## config.mk

```make
export PLATFORM = sky130hd
export DESIGN_NAME = column_select_controller_flat
export DESIGN_NICKNAME = d
export VERILOG_FILES = /design/src/rtl/column_select_controller_if.sv /design/src/rtl/column_select_controller.sv /design/src/flat_wrapper.sv
export SDC_FILE = /design/constraint.sdc
export NUM_CORES = 1
export LEC_CHECK = 0
export CAP_MARGIN = 40
export CORE_AREA = 2 2 81 83
export DETAILED_ROUTE_END_ITERATION = 8
export DIE_AREA = 0 0 83 85
export GPL_ROUTABILITY_DRIVEN = 1
export PLACE_DENSITY = 0.58
export SETUP_SLACK_MARGIN = 0.02
export SKIP_CTS_REPAIR_TIMING = 1
export SYNTH_ARGS = -nofsm -noshare
export SYNTH_HDL_FRONTEND = slang
export SYNTH_SLANG_ARGS = --single-unit
```

## constraint.sdc

```tcl
create_clock -name clk -period 5.1 [get_ports clk]
set_input_delay 0.51 -clock clk [delete_from_list [all_inputs] [get_ports clk]]
set_output_delay 0.51 -clock clk [all_outputs]
set_load 0.1 [all_outputs]
```

## src/rtl/column_select_controller_if.sv

```systemverilog
// Signal bundle between the Connect4 button/board side and column_select_controller.
// The board side drives buttons and drop_ack/drop_nack; the controller drives cursor, player and request.
interface column_select_controller_if;
  logic       btn_left;
  logic       btn_right;
  logic       btn_drop;
  logic       drop_ack;
  logic       drop_nack;
  logic [2:0] col;
  logic       player;
  logic       drop_req;
  logic       busy;

  modport master (
    output btn_left, btn_right, btn_drop, drop_ack, drop_nack,
    input  col, player, drop_req, busy
  );

  modport slave (
    input  btn_left, btn_right, btn_drop, drop_ack, drop_nack,
    output col, player, drop_req, busy
  );
endinterface

```

## src/rtl/column_select_controller.sv

```systemverilog
// Connect4 button front end: synchronize, debounce and arbitrate buttons, keep the cursor column,
// auto-repeat held moves, and run the drop request/acknowledge handshake with the board logic.
module column_select_controller #(
  parameter int DEBOUNCE_CYCLES = 1_000_000,
  parameter int REPEAT_CYCLES   = 50_000_000,
  parameter int NUM_COLS        = 7
) (
  input  logic                        clk,
  input  logic                        rst_n,
  column_select_controller_if.slave   bus,
  output logic [2:0]                  dbg_state
);

  localparam int MAX_CYCLES = (DEBOUNCE_CYCLES > REPEAT_CYCLES) ? DEBOUNCE_CYCLES : REPEAT_CYCLES;
  localparam int CNT_W      = $clog2(MAX_CYCLES + 1);
  localparam logic [CNT_W-1:0] DEB_LAST  = CNT_W'(DEBOUNCE_CYCLES - 1);
  localparam logic [CNT_W-1:0] REP_LAST  = CNT_W'(REPEAT_CYCLES - 1);
  localparam logic [2:0]       COL_LAST  = 3'(NUM_COLS - 1);
  localparam logic [2:0]       COL_RESET = 3'(NUM_COLS / 2);

  typedef enum logic [2:0] {
    IDLE     = 3'd0,
    DEBOUNCE = 3'd1,
    REPEAT   = 3'd2,
    REQ      = 3'd3,
    RELEASE  = 3'd4
  } state_t;

  typedef enum logic [1:0] {
    SEL_LEFT  = 2'd0,
    SEL_RIGHT = 2'd1,
    SEL_DROP  = 2'd2
  } sel_t;

  state_t           state;
  sel_t             sel;
  logic [CNT_W-1:0] cnt;
  logic [2:0]       col_q;
  logic             player_q;
  logic             drop_req_q;
  logic [1:0]       sync_left, sync_right, sync_drop;
  logic             s_left, s_right, s_drop, s_sel, s_any;

  always_ff @(posedge clk or negedge rst_n) begin
    if (!rst_n) begin
      sync_left  <= '0;
      sync_right <= '0;
      sync_drop  <= '0;
    end else begin
      sync_left  <= {sync_left[0],  bus.btn_left};
      sync_right <= {sync_right[0], bus.btn_right};
      sync_drop  <= {sync_drop[0],  bus.btn_drop};
    end
  end

  assign s_left  = sync_left[1];
  assign s_right = sync_right[1];
  assign s_drop  = sync_drop[1];
  assign s_any   = s_left | s_right | s_drop;

  always_comb begin
    s_sel = 1'b0;
    case (sel)
      SEL_LEFT:  s_sel = s_left;
      SEL_RIGHT: s_sel = s_right;
      SEL_DROP:  s_sel = s_drop;
      default:   s_sel = 1'b0;
    endcase
  end

  function automatic logic [2:0] step_col(input logic [2:0] c, input sel_t s);
    if (s == SEL_LEFT) return (c == 3'd0) ? COL_LAST : c - 3'd1;
    return (c == COL_LAST) ? 3'd0 : c + 3'd1;
  endfunction

  // Drop handshake: drop_req rises when a drop is accepted and stays high, with col frozen,
  // until the edge that samples drop_ack or drop_nack; ack+nack together counts as a reject.
  always_ff @(posedge clk or negedge rst_n) begin
    if (!rst_n) begin
      state      <= IDLE;
      sel        <= SEL_LEFT;
      cnt        <= '0;
      col_q      <= COL_RESET;
      player_q   <= 1'b0;
      drop_req_q <= 1'b0;
    end else begin
      case (state)
        IDLE: begin
          if (s_any) begin
            sel   <= s_drop ? SEL_DROP : (s_left ? SEL_LEFT : SEL_RIGHT);
            cnt   <= '0;
            state <= DEBOUNCE;
          end
        end
        DEBOUNCE: begin
          if (!s_sel) begin
            cnt   <= '0;
            state <= IDLE;
          end else if (cnt == DEB_LAST) begin
            cnt <= '0;
            if (sel == SEL_DROP) begin
              drop_req_q <= 1'b1;
              state      <= REQ;
            end else begin
              col_q <= step_col(col_q, sel);
              state <= REPEAT;
            end
          end else begin
            cnt <= cnt + 1'b1;
          end
        end
        REPEAT: begin
          if (!s_sel) begin
            cnt   <= '0;
            state <= IDLE;
          end else if (cnt == REP_LAST) begin
            cnt   <= '0;
            col_q <= step_col(col_q, sel);
          end else begin
            cnt <= cnt + 1'b1;
          end
        end
        REQ: begin
          if (bus.drop_ack || bus.drop_nack) begin
            drop_req_q <= 1'b0;
            if (bus.drop_ack && !bus.drop_nack) player_q <= ~player_q;
            cnt   <= '0;
            state <= RELEASE;
          end
        end
        RELEASE: begin
          // Wait for every button to be let go so a held drop cannot fire twice.
          if (!s_any) begin
            cnt   <= '0;
            state <= IDLE;
          end
        end
        default: begin
          cnt   <= '0;
          state <= IDLE;
        end
      endcase
    end
  end

  assign bus.col      = col_q;
  assign bus.player   = player_q;
  assign bus.drop_req = drop_req_q;
  assign bus.busy     = (state != IDLE);
  assign dbg_state    = state;

endmodule

```

## src/flat_wrapper.sv

```systemverilog
// flat-port wrapper written by rule: the top's interface ports become plain ports
module column_select_controller_flat 
#(
  parameter int DEBOUNCE_CYCLES = 1_000_000,
  parameter int REPEAT_CYCLES   = 50_000_000,
  parameter int NUM_COLS        = 7
)
  (clk, rst_n, dbg_state, bus_btn_left, bus_btn_right, bus_btn_drop, bus_drop_ack, bus_drop_nack, bus_col, bus_player, bus_drop_req, bus_busy);
  column_select_controller_if bus_i ();
  input  logic clk;
  input  logic rst_n;
  output logic [2:0] dbg_state;
  input wire logic [$bits(bus_i.btn_left)-1:0] bus_btn_left;
  input wire logic [$bits(bus_i.btn_right)-1:0] bus_btn_right;
  input wire logic [$bits(bus_i.btn_drop)-1:0] bus_btn_drop;
  input wire logic [$bits(bus_i.drop_ack)-1:0] bus_drop_ack;
  input wire logic [$bits(bus_i.drop_nack)-1:0] bus_drop_nack;
  output wire logic [$bits(bus_i.col)-1:0] bus_col;
  output wire logic [$bits(bus_i.player)-1:0] bus_player;
  output wire logic [$bits(bus_i.drop_req)-1:0] bus_drop_req;
  output wire logic [$bits(bus_i.busy)-1:0] bus_busy;
  assign bus_i.btn_left = bus_btn_left;
  assign bus_i.btn_right = bus_btn_right;
  assign bus_i.btn_drop = bus_btn_drop;
  assign bus_i.drop_ack = bus_drop_ack;
  assign bus_i.drop_nack = bus_drop_nack;
  assign bus_col = bus_i.col;
  assign bus_player = bus_i.player;
  assign bus_drop_req = bus_i.drop_req;
  assign bus_busy = bus_i.busy;
  column_select_controller #(.DEBOUNCE_CYCLES(DEBOUNCE_CYCLES), .REPEAT_CYCLES(REPEAT_CYCLES), .NUM_COLS(NUM_COLS)) u_core (.clk(clk), .rst_n(rst_n), .bus(bus_i), .dbg_state(dbg_state));
endmodule
```

Yosys cells after proc, flatten, opt, wreduce, memory -nomap -nowiden
Index checks and enable logic that the tools add are counted.

Register bits: 42. Bits of input ports: 7. Output and inout port bits: 9.

Add/sub/neg operators: 3. Equal/unequal tests: 20. Mux-type cells: 43. Bitwise operators: 3. Reduce and logical (&&, ||, !) cells: 15.

Operators by type and width (count): $mux 26 (7); $pmux 26 s5 (1); $mux 3 (16); $add 26x1->26 const B (1); $eq 26x20->1 const B (1); $eq 26x26->1 const B (1); $pmux 3 s5 (1); $mux 1 (14); $ne 2x1->1 const B (7); $reduce_and 5->1 (2); $eq 3x2->1 const B (2); $eq 3x3->1 const B (2); $logic_not 3->1 (2); $ne 2x2->1 const B (3); $pmux 3 s2 (1); $reduce_and 3->1 (2); $reduce_and 6->1 (1); $reduce_bool 2->1 (2); $add 3x1->3 const B (1); $eq 3x1->1 const B (1); $ne 3x3->1 const B (1); $pmux 1 s3 (1); $reduce_bool 3->1 (1); $sub 3x1->3 const B (1); 11 further kinds (12).

Longest topological paths before layout
Gate-level depths: netlist (run 1).

Depth after elaboration: 11. Mapped depth: 9.

Worst setup path after synthesis (run 1)
OpenSTA, ideal clock, no wires.

Path kind: register to register. Start: register u_core.state[0] (netlist: u_core.dbg_state[0]). End: register u_core.cnt[15]. Arrival: 2.518 ns. Path slack: 2.457 ns. Stages on the path, launching flop included: 9. Path buffers: 2. Path through: dfrtp_1 -> clkbuf_1 -> nand3b_1 -> or3_1 -> o31ai_1 -> clkbuf_1 -> nor2_1 -> xnor2_1 -> nor2_1.

Longest elaborated chain between the ends: 3. Elaborated cells on any way between the ends: 10. Those cells by class: eq/ne (7); mux (1); reduce/logical (2).

RTL lines: start, declared (line column_select_controller.sv:35) `state_t state;`; start signal, assigned (line column_select_controller.sv:80) `state <= IDLE;`; start signal, assigned (line column_select_controller.sv:92) `state <= DEBOUNCE;`; start signal, assigned (line column_select_controller.sv:98) `state <= IDLE;`; $eq 3x3->1 (tied with other cells) (line column_select_controller.sv:87) `case (state)`; $ne 2x2->1 (no line) or $ne 2x1->1 (tied branches); $reduce_and 3->1 (no line); end signal, assigned (line column_select_controller.sv:109) `cnt <= cnt + 1'b1;`; end signal, assigned (line column_select_controller.sv:120) `cnt <= cnt + 1'b1;`; end, declared (line column_select_controller.sv:37) `logic [CNT_W-1:0] cnt;`.

Parallel ways exist; a longest one is shown, timed or not. A chain may end at the register's enable or synchronous reset.

Worst setup path after layout (run 1)
Start: register u_core.state[1] (netlist: u_core.dbg_state[1]). End: output port bus_busy.

Longest elaborated chain between the ends: 1.

RTL lines: $reduce_bool 3->1 (line column_select_controller.sv:149) `assign bus.busy = (state != IDLE);`; end, declared (line flat_wrapper.sv:21) `output wire logic [$bits(bus_i.busy)-1:0] bus_busy;`.

Every way passes these cells.

==> impl_metrics.yaml, run 1 <==
grt:
  grt_pass1_vias: 1924
  grt_pass1_wl_um: 9459
  grt_use_total_pct: 16.46
  overflow: 0
  antenna_found_initial: 0
  grt_max_degree: 23
critical_path:
  critPathCaptureType: "output pin"
  slowest_delay_ps: 530
  r2r_start: "u_core.cnt[10]$_DFFE_PN0P_"
  cp_data_arrival_time_ps: 2080
  cp.depth: 4
  r2r_setup_slack_ps: 2580
  critPathSlowestCell: "dfrtp_1"
  required_ps: 4590
  rr_worst_depth: 7
  rr_endpoint: "u_core.cnt[3]$_DFFE_PN0P_"
  crit_chain: "nor3_1 -> inv_1 -> clkdlybuf4s50_1 -> buf_8"
  critPathMaxFanout: 14
  critPathLaunchType: "flop"
  crit_family: "buffers and inverters"
  criticalPathCategory: "flop to output pin"
  cp_num_buf_inv: 3
cells_and_area:
  area_delta_synth_final_pct: 21.07
  drive_gt1_share_pct: 10.96
  nets: 304
  antenna_cells: 0
  n_fill_cell: 578
  final_util_pct: 47.17
yosys:
  synth_warnings: 0
  synth_edf_count: 0
  synth_nets: 279
  synth_top_area_share_pct: 41.41
  synthFlopType: "dfrtp_1"
  synthSimpleGateAreaFrac_pct: 29.09
  synthCells: 266
  synthMuxAreaShare_pct: 1.242
  yosysTopAreaCell: "dfrtp_1"
  synth_top_family_by_area: "simple AND/OR/NAND/NOR gates"
  synthArstFlopShare_pct: 100.0
  ys_ff_latch: 42
  synthXorXnorAreaFrac_pct: 4.348
  synth_compound_area_share_pct: 15.06
  netlist_area_um2: 2417
  synthTopCellsByArea: "dfrtp_1 41%, nor2_1 5.0%, nand2_1 4.5%, a31oi_1 3.9%, a21oi_1 3.5%"
  synth_fa_ha_area_share_pct: 3.106
  avgSynthCellArea_um2: 9.088
  yosysSeqAreaShare_pct: 43.58
  ys_types: 51
die:
  die_y_um: 85
  rows: 29
  io_pins: 16
  fp.coreArea_um2: 6205
  start_util_pct: 38.96
  die_area_um2: 7055
  die_width_um: 83
place:
  dp_hpwl_um: 3963
  numPortBuffers: 15
  place_congestion: 0.7863
route:
  routedWlPerCell_um: 15.13
  viasPerCell: 5.615
  wl_um: 5584
  drtIter0Drc: 99
  dr.pass1.iters: 4
  drc: 0
  drtAntennaViolNets: 0
  vias: 2072
pwr:
  p_leak_nw: 1.184
  power_density_nw_per_um2: 448.4
  ir_worst_vdd_mv: 0.3458
  design_power_total_w: 0.001312
min_path:
  hp-class: "input port to async pin"
timing:
  worstMarginPinSlew_ps: 823.1
  max_slew_margin_pct: 43.71
  skew_ps: 9.446
  final_hold_viol_count: 0
  period_minus_slack_ps: 2588
  setup_viol: 0
  grt_setup_unrepaired: "no"
  fin_tns_setup_ps: 0
  fmax_mhz: 386.3
  slew_viol_final: 0
  post-route-period-util_pct: 50.75
cts:
  tritoncts: "yes"
  numCtsBuffers: 5
  cts.clk_slew.worst_paths_ps: 90
  clock_latency_ps: 300
  root_buffer: "clkbuf_8"
  cts-htree-levels: 2
  cts_buffer_depth: 2
  cts.sinks: 42
flow_run:
  max_cap_violations: 0
run_status:
  run_status: "completed"
## per-layer routing
layer	up-vias	part of all wire [%]	track usage [%]
met1	996	49	22.92
met4	0	0.75	4.918
li1	1029	-	-
met5	-	0	0
met3	4	4.5	3.502
met2	43	46	25.95
## where the power goes
part / internal [W] / leakage, nW / switching [W]
Sequential: 0.000375 / 0.555 / 0.0000567
Clock: 0.000196 / 0.0683 / 0.000122
Combinational: 0.000205 / 0.560 / 0.000356
Total: 0.000777 / 1.18 / 0.000535
## sequential cells by signal (all words and copies together) (netlist names)
signal,count
u_core.cnt,26
u_core.bus.col,3
u_core.dbg_state,3
u_core.sel,2
u_core.sync_drop,2
u_core.sync_left,2
u_core.sync_right,2
u_core.bus.drop_req,1
u_core.bus.player,1
## cell families (layout without fill, tap and decap cells)
kind of cell	after synthesis	in the layout
adders and majority gates	6	6
xor gates and xnor gates	12	12
buffers and inverters	15	41
AOI/OAI and AO/OA	59	59
and+or+nand+nor	129	129
DFF	42	42
muxes	3	3
## synth_stat cells (2+ instances only)
cell type,instances
inv_1,5
and3b_1,2
nand2_1,29
buf_6,4
clkbuf_1,6
nor2_1,32
or3b_2,2
and3_1,4
and2_1,3
nand3b_1,4
dfstp_2,2
nor4_1,5
o21ai_0,8
mux2i_1,3
a21oi_1,17
xnor2_1,7
or3_1,2
and4_1,6
a22o_1,2
ha_1,6
nand3_1,9
dfrtp_1,40
nand2b_1,2
a31oi_1,15
nand4_1,9
nor3_1,9
xor2_1,5
o21ai_1,4
o31a_1,2
## worst max path at each step
stage | start | endpoint | slack, ps
6_report | u_core.dbg_state[1]$_DFFE_PN0P_ | bus_busy | 2510
2_1_floorplan | u_core.dbg_state[0]$_DFFE_PN0P_ | u_core.cnt[15]$_DFFE_PN0P_ | 2460
3_3_place_gp | u_core.cnt[10]$_DFFE_PN0P_ | u_core.cnt[17]$_DFFE_PN0P_ | 2470
3_5_place_dp | u_core.cnt[10]$_DFFE_PN0P_ | u_core.cnt[3]$_DFFE_PN0P_ | 2600
4_1_cts | u_core.dbg_state[1]$_DFFE_PN0P_ | bus_busy | 2520
5_1_grt | u_core.cnt[10]$_DFFE_PN0P_ | u_core.cnt[3]$_DFFE_PN0P_ | 2420
## area by class of cell
| type | instances | area (µm²) | share of cell area [%] |
|---|---|---|---|
| timing repair buffer | 28 | 337.8 | 11.54 |
| multi-input combinational | 209 | 1282 | 43.82 |
| clock buffer | 5 | 68.82 | 2.351 |
| clock inverter | 3 | 68.82 | 2.351 |
| inverter | 5 | 18.77 | 0.6413 |
| tap | 77 | 96.34 | 3.292 |
| sequential | 42 | 1054 | 36.00 |
## cells in the final DEF (no fill, tap or decap), types with 2 or more instances in the layout
cell type,instances
nor4_1,5
o31a_1,2
bufinv_16,2
nand2b_1,2
nand3b_1,4
a21oi_1,17
nand2_1,29
and2_1,3
ha_1,6
mux2i_1,3
nand3_1,9
dfrtp_1,40
o21ai_1,4
o21ai_0,8
buf_8,10
xnor2_1,7
nor3_1,9
xor2_1,5
clkbuf_8,5
buf_4,2
clkdlybuf4s50_1,14
dfstp_2,2
nand4_1,9
and4_1,6
a22o_1,2
and3b_1,2
nor2_1,32
inv_1,5
or3_1,2
and3_1,4
or3b_2,2
a31oi_1,15
## worst reg2reg max path, stage by stage (launching register included)
cell     delay (ps)
dfrtp_1         440
or4_4           560
nor4_4          320
nand4_2         150
a22o_1          400
buf_8           220
a41oi_1         220
a31oi_1          60
## per-stage QoR
step	setup slack (ps)	hold slack [ps]	area [µm²]	std cells
final	2512	194.4	2927	369
after global routing	2418	204.1	2927	369
after CTS	2516	196.9	2927	369
after detailed placement	2602	336.3	2789	361
after global placement	2475	334.2	2611	350
after floorplan	2457	214.4	2417	266
Note: power is estimated with default switching activity, not from simulation.
==> run 2: changes to the inputs <==
==> constraint.sdc (replaced) <==
create_clock -name clk -period 2.6 [get_ports clk]
set_input_delay 0.26 -clock clk [delete_from_list [all_inputs] [get_ports clk]]
set_output_delay 0.26 -clock clk [all_outputs]
set_load 0.1 [all_outputs]
==> run 2 against run 1 <==
Effect of this change:
- power rose by 75%
- die area did not move
- design area fell by 5.9%
- sequential share of layout area rose by 2.3 points
- combinational power rose by 66%
- highest routed layer unchanged
==> impl_metrics.yaml, run 2 (same netlist as run 1, synthesis figures left out) <==
die:
  fp.coreArea_um2: 6205
  die_y_um: 85
  die_area_um2: 7055
  start_util_pct: 38.96
  rows: 29
  io_pins: 16
  die_width_um: 83
timing:
  holdWs_ps: 16.78
  slew_viol_final: 0
  fin_tns_setup_ps: 0
  worst_slack_ps: 185.5
  skew_ps: 9.793
  max_slew_margin_pct: 52.57
  setup_viol: 0
  fmax_mhz: 414.2
  post-route-period-util_pct: 92.87
  final_hold_viol_count: 0
  period_minus_slack_ps: 2415
  worstMarginPinSlew_ps: 711.4
  grt_setup_unrepaired: "no"
place:
  dp.cells: 357
  pre_cts_slack_ps: 177.6
  numPortBuffers: 15
  place_congestion: 0.8507
  dp_hpwl_um: 3975
critical_path:
  crit_path_start: "u_core.cnt[10]$_DFFE_PN0P_"
  crit_chain: "or4_4 -> nor4_4 -> nand4_2 -> a22o_1 -> buf_4 -> nor2_4 -> nor2_1"
  critPathSlowestCell: "or4_4"
  rr_endpoint: "u_core.cnt[19]$_DFFE_PN0P_"
  r2r_start: "u_core.cnt[10]$_DFFE_PN0P_"
  critPathCaptureType: "flop"
  r2r_setup_slack_ps: 190
  required_ps: 2780
  rr_worst_depth: 7
  slowest_delay_ps: 560
  critPathMaxFanout: 27
  critPathLaunchType: "flop"
  criticalPathCategory: "flop to flop"
  cp_data_arrival_time_ps: 2600
route:
  routedWlPerCell_um: 15.03
  drtAntennaViolNets: 0
  drc: 0
  vias: 2050
  dr.pass1.iters: 4
  drtIter0Drc: 112
  viasPerCell: 5.616
  wl_um: 5485
min_path:
  hp-class: "input port to async pin"
cells_and_area:
  instances_no_fill: 365
  antenna_cells: 0
  largest_reg_flops: 26
  n_fill_cell: 614
  mostFrequentLayoutCells: "39 x dfrtp_1, 32 x nor2_1, 29 x nand2_1, 18 x buf_4, 17 x a21oi_1"
  nets: 300
  final_common_cell: "dfrtp_1"
  regMostFlops: "u_core.cnt"
  area_delta_synth_final_pct: 13.87
  final_util_pct: 44.36
  drive_gt1_share_pct: 12.85
grt:
  grt_pass1_vias: 1961
  grt_use_total_pct: 16.78
  grt_max_degree: 33
  overflow: 0
  antenna_found_initial: 0
  grt_pass1_wl_um: 9673
cts:
  numCtsBuffers: 5
  cts_buffer_depth: 2
  tritoncts: "yes"
  cts-htree-levels: 2
  root_buffer: "clkbuf_8"
  cts.sinks: 42
  clock_latency_ps: 300
  cts.clk_slew.worst_paths_ps: 90
pwr:
  power_density_nw_per_um2: 835.3
  ir_worst_vdd_mv: 0.4913
  p_leak_nw: 1.129
flow_run:
  max_cap_violations: 0
run_status:
  run_status: "completed"
run 2: where the power goes:
| part | switching [W] | leakage [nW] | internal [W] |
|---|---|---|---|
| clock | 0.000226 | 0.0514 | 0.000287 |
| combinational | 0.000657 | 0.523 | 0.000275 |
| sequential | 0.000117 | 0.554 | 0.000738 |
run 2: worst max-delay path by stage:
stage | end | depth (start not counted)
floorplan | u_core.cnt[15]$_DFFE_PN0P_ | 8
global placement | u_core.cnt[17]$_DFFE_PN0P_ | 7
detailed placement | u_core.cnt[19]$_DFFE_PN0P_ | 7
CTS | u_core.cnt[19]$_DFFE_PN0P_ | 7
global route | u_core.cnt[13]$_DFFE_PN0P_ | 7
finish | u_core.cnt[19]$_DFFE_PN0P_ | 7
run 2: routing by layer:
layer,vias up,global-route usage [%],share of wire (%)
met1,972,22.51,47
li1,1023,-,-
met2,49,27.64,47
met3,6,3.794,4.7
met4,0,4.322,1.1
met5,-,0,0
run 2: stage by stage:
step,total power [W],cell area [µm²]
CTS,0.002318,2753
finish,0.002299,2753
global placement,0.001789,2643
detailed placement,0.001799,2643
global route,0.002439,2753
floorplan,0.001618,2419
run 2: layout make-up:
cell class	count	area [µm²]	area share, %
clock buffer	6	72.57	2.636
inverter	5	18.77	0.6818
clock inverter	2	37.54	1.364
multi-input combinational	209	1282	46.59
timing repair buffer	24	190.2	6.909
tap	77	96.34	3.500
sequential	42	1055	38.32
run 2: critical path: cells and delay by family, from the launching register on:
kind / cells / cell delay (ps)
flip-flops: 1 / 440
buffers and inverters: 1 / 220
AND/OR/NAND/NOR: 5 / 1380
AO/OA/AOI/OAI: 1 / 260
==> run 3: changes to the inputs <==
--- a/config.mk
+++ b/config.mk
@@ -6,13 +6,14 @@
 export NUM_CORES = 1
 export LEC_CHECK = 0
 export CAP_MARGIN = 40
-export CORE_AREA = 2 2 81 83
+export CORE_AREA = 2 2 69 97
 export DETAILED_ROUTE_END_ITERATION = 8
-export DIE_AREA = 0 0 83 85
+export DIE_AREA = 0 0 71 99
 export GPL_ROUTABILITY_DRIVEN = 1
 export PLACE_DENSITY = 0.58
 export SETUP_SLACK_MARGIN = 0.02
 export SKIP_CTS_REPAIR_TIMING = 1
+export SLEW_MARGIN = 25
 export SYNTH_ARGS = -nofsm -noshare
 export SYNTH_HDL_FRONTEND = slang
 export SYNTH_SLANG_ARGS = --single-unit
==> run 3 against run 2 <==
Effect of this change:
- fmax decreased by 0.89%
- sequential power about the same
- via count increased by 2.6%
- sequential share of layout area decreased by 0.28 points
- combinational power is 0.5% higher
- clock power about the same
- utilization is 0.59 points higher
- die area down 0.37%
- non-clock buffer count rose by 2
- global-route usage up 0.76 points
- hold slack improved by 330 ps
- largest cell class unchanged
==> impl_metrics.yaml, run 3 (same netlist as run 1, synthesis figures left out) <==
run_status:
  run_status: "completed"
timing:
  period_minus_slack_ps: 2436
  max_slew_margin_pct: 68.98
  slew_viol_final: 0
  fmax_mhz: 410.5
  worstMarginPinSlew_ps: 465.3
  fin_tns_setup_ps: 0
  grt_setup_unrepaired: "no"
  skew_ps: 10.07
  post-route-period-util_pct: 93.70
  setup_viol: 0
  final_hold_viol_count: 0
critical_path:
  slowest_delay_ps: 570
  critPathCaptureType: "flop"
  critPathLaunchType: "flop"
  criticalPathCategory: "flop to flop"
  rr_endpoint: "u_core.cnt[11]$_DFFE_PN0P_"
  crit_chain: "or4_4 -> nor4_4 -> nand4_2 -> a22o_1 -> buf_4 -> nor2_4 -> nor2_1"
  crit_family: "simple AND/OR/NAND/NOR gates"
  critPathSlowestCell: "or4_4"
  r2r_start: "u_core.cnt[10]$_DFFE_PN0P_"
  r2r_setup_slack_ps: 160
  cp_data_arrival_time_ps: 2610
  rr_worst_depth: 7
  critPathMaxFanout: 27
  cp_num_buf_inv: 1
  required_ps: 2770
grt:
  use_met2_pct: 31.27
  grt_max_degree: 28
  grt_use_total_pct: 17.54
  grt_pass1_wl_um: 9839
  use_met1_pct: 19.94
  overflow: 0
  use_met3_pct: 2.863
  grt_busiest_layer: "met2"
  antenna_found_initial: 0
  grt_pass1_vias: 2056
min_path:
  min_to: "u_core.sync_drop[1]$_DFF_PN0_"
  hp-class: "flop to flop"
  hold_depth: 0
  min_from: "u_core.sync_drop[0]$_DFF_PN0_"
pwr:
  p_leak_nw: 1.143
  design_power_total_w: 0.002299
  power_density_nw_per_um2: 829.0
  ir_worst_vdd_mv: 0.2880
route:
  drtIter0Drc: 76
  vias: 2104
  drc: 0
  viasPerCell: 5.812
  dr.pass1.iters: 4
  wl_um: 5876
  routedWlPerCell_um: 16.23
  drtAntennaViolNets: 0
cells_and_area:
  mostFrequentLayoutCells: "39 x dfrtp_1, 32 x nor2_1, 29 x nand2_1, 17 x a21oi_1, 17 x buf_4"
  drive_gt1_share_pct: 12.76
  largest_reg_flops: 26
  regMostFlops: "u_core.cnt"
  antenna_cells: 0
  n_fill_cell: 611
  regArea_um2: 1055
  area_delta_synth_final_pct: 14.70
  nets: 302
  final_util_pct: 44.95
  multi_input_area_um2: 1282
  final_common_cell: "dfrtp_1"
die:
  die_area_um2: 7029
  fp.coreArea_um2: 6168
  io_pins: 16
  start_util_pct: 39.19
  die_y_um: 99
  rows: 34
  die_width_um: 71
flow_run:
  max_cap_violations: 0
cts:
  cts-htree-levels: 2
  cts_buffer_depth: 2
  cts.sinks: 42
  clock_latency_ps: 300
  cts.clk_slew.worst_paths_ps: 90
  root_buffer: "clkbuf_8"
  tritoncts: "yes"
  numCtsBuffers: 5
place:
  numPortBuffers: 15
  place_congestion: 0.8384
  dp_hpwl_um: 4342
run 3: cell types whose count changed in the layout (fill, tap and decap cells not counted), sizes merged:
cell,change
clkinvlp,-1
dlygate4sd3,+1
clkbuf,+2
run 3: power by group:
group	switching, W	internal [W]
sequential	0.000114	0.000738
combinational	0.000657	0.000279
clock	0.000222	0.000288
total	0.000994	0.00131
run 3: layer usage:
| metal | share of wire (%) | vias up | wire, µm |
|---|---|---|---|
| li1 | - | 1028 | - |
| met1 | 42 | 1027 | 2440 |
| met2 | 53 | 36 | 3099 |
| met3 | 2.3 | 13 | 137 |
| met4 | 3.4 | 0 | 197 |
| met5 | 0 | - | 0 |
run 3: worst max-delay path by stage:
stage / start / to / slack (ps) / cells past startpoint
floorplan: u_core.dbg_state[2]$_DFFE_PN0P_ / u_core.cnt[15]$_DFFE_PN0P_ / 90 / 8
global placement: u_core.cnt[10]$_DFFE_PN0P_ / u_core.cnt[9]$_DFFE_PN0P_ / 250 / 7
detailed placement: u_core.cnt[10]$_DFFE_PN0P_ / u_core.cnt[19]$_DFFE_PN0P_ / 210 / 7
CTS: u_core.cnt[10]$_DFFE_PN0P_ / u_core.cnt[19]$_DFFE_PN0P_ / 170 / 7
global route: u_core.cnt[10]$_DFFE_PN0P_ / u_core.cnt[21]$_DFFE_PN0P_ / 40 / 7
finish: u_core.cnt[10]$_DFFE_PN0P_ / u_core.cnt[11]$_DFFE_PN0P_ / 160 / 7
run 3: worst register-to-register path, delay by kind of cell, from the launching register on:
kind            cells  cell delay (ps)
compound gates      1              260
simple gates        5             1380
buf+inv             1              220
flops               1              450
run 3: cell type report:
| class | count | share of cell area, % |
|---|---|---|
| inverters | 5 | 0.6769 |
| multi-input cells | 209 | 46.25 |
| well taps | 72 | 3.249 |
| repair buffers | 26 | 7.942 |
| clock inverters | 1 | 1.083 |
| flip-flops and latches | 42 | 38.04 |
| clock buffers | 7 | 2.753 |
run 3: per-stage QoR:
| stage | area [µm²] | hold WS [ps] | setup slack, ps | cells |
|---|---|---|---|---|
| finish | 2773 | 350.3 | 163.8 | 362 |
| global route | 2773 | 363.2 | 41.66 | 362 |
| detailed placement | 2649 | 246.0 | 206.3 | 352 |
| floorplan | 2419 | -35.59 | 94.93 | 266 |
| global placement | 2629 | 334.0 | 246.5 | 351 |
| CTS | 2755 | -75.39 | 174.4 | 360 |
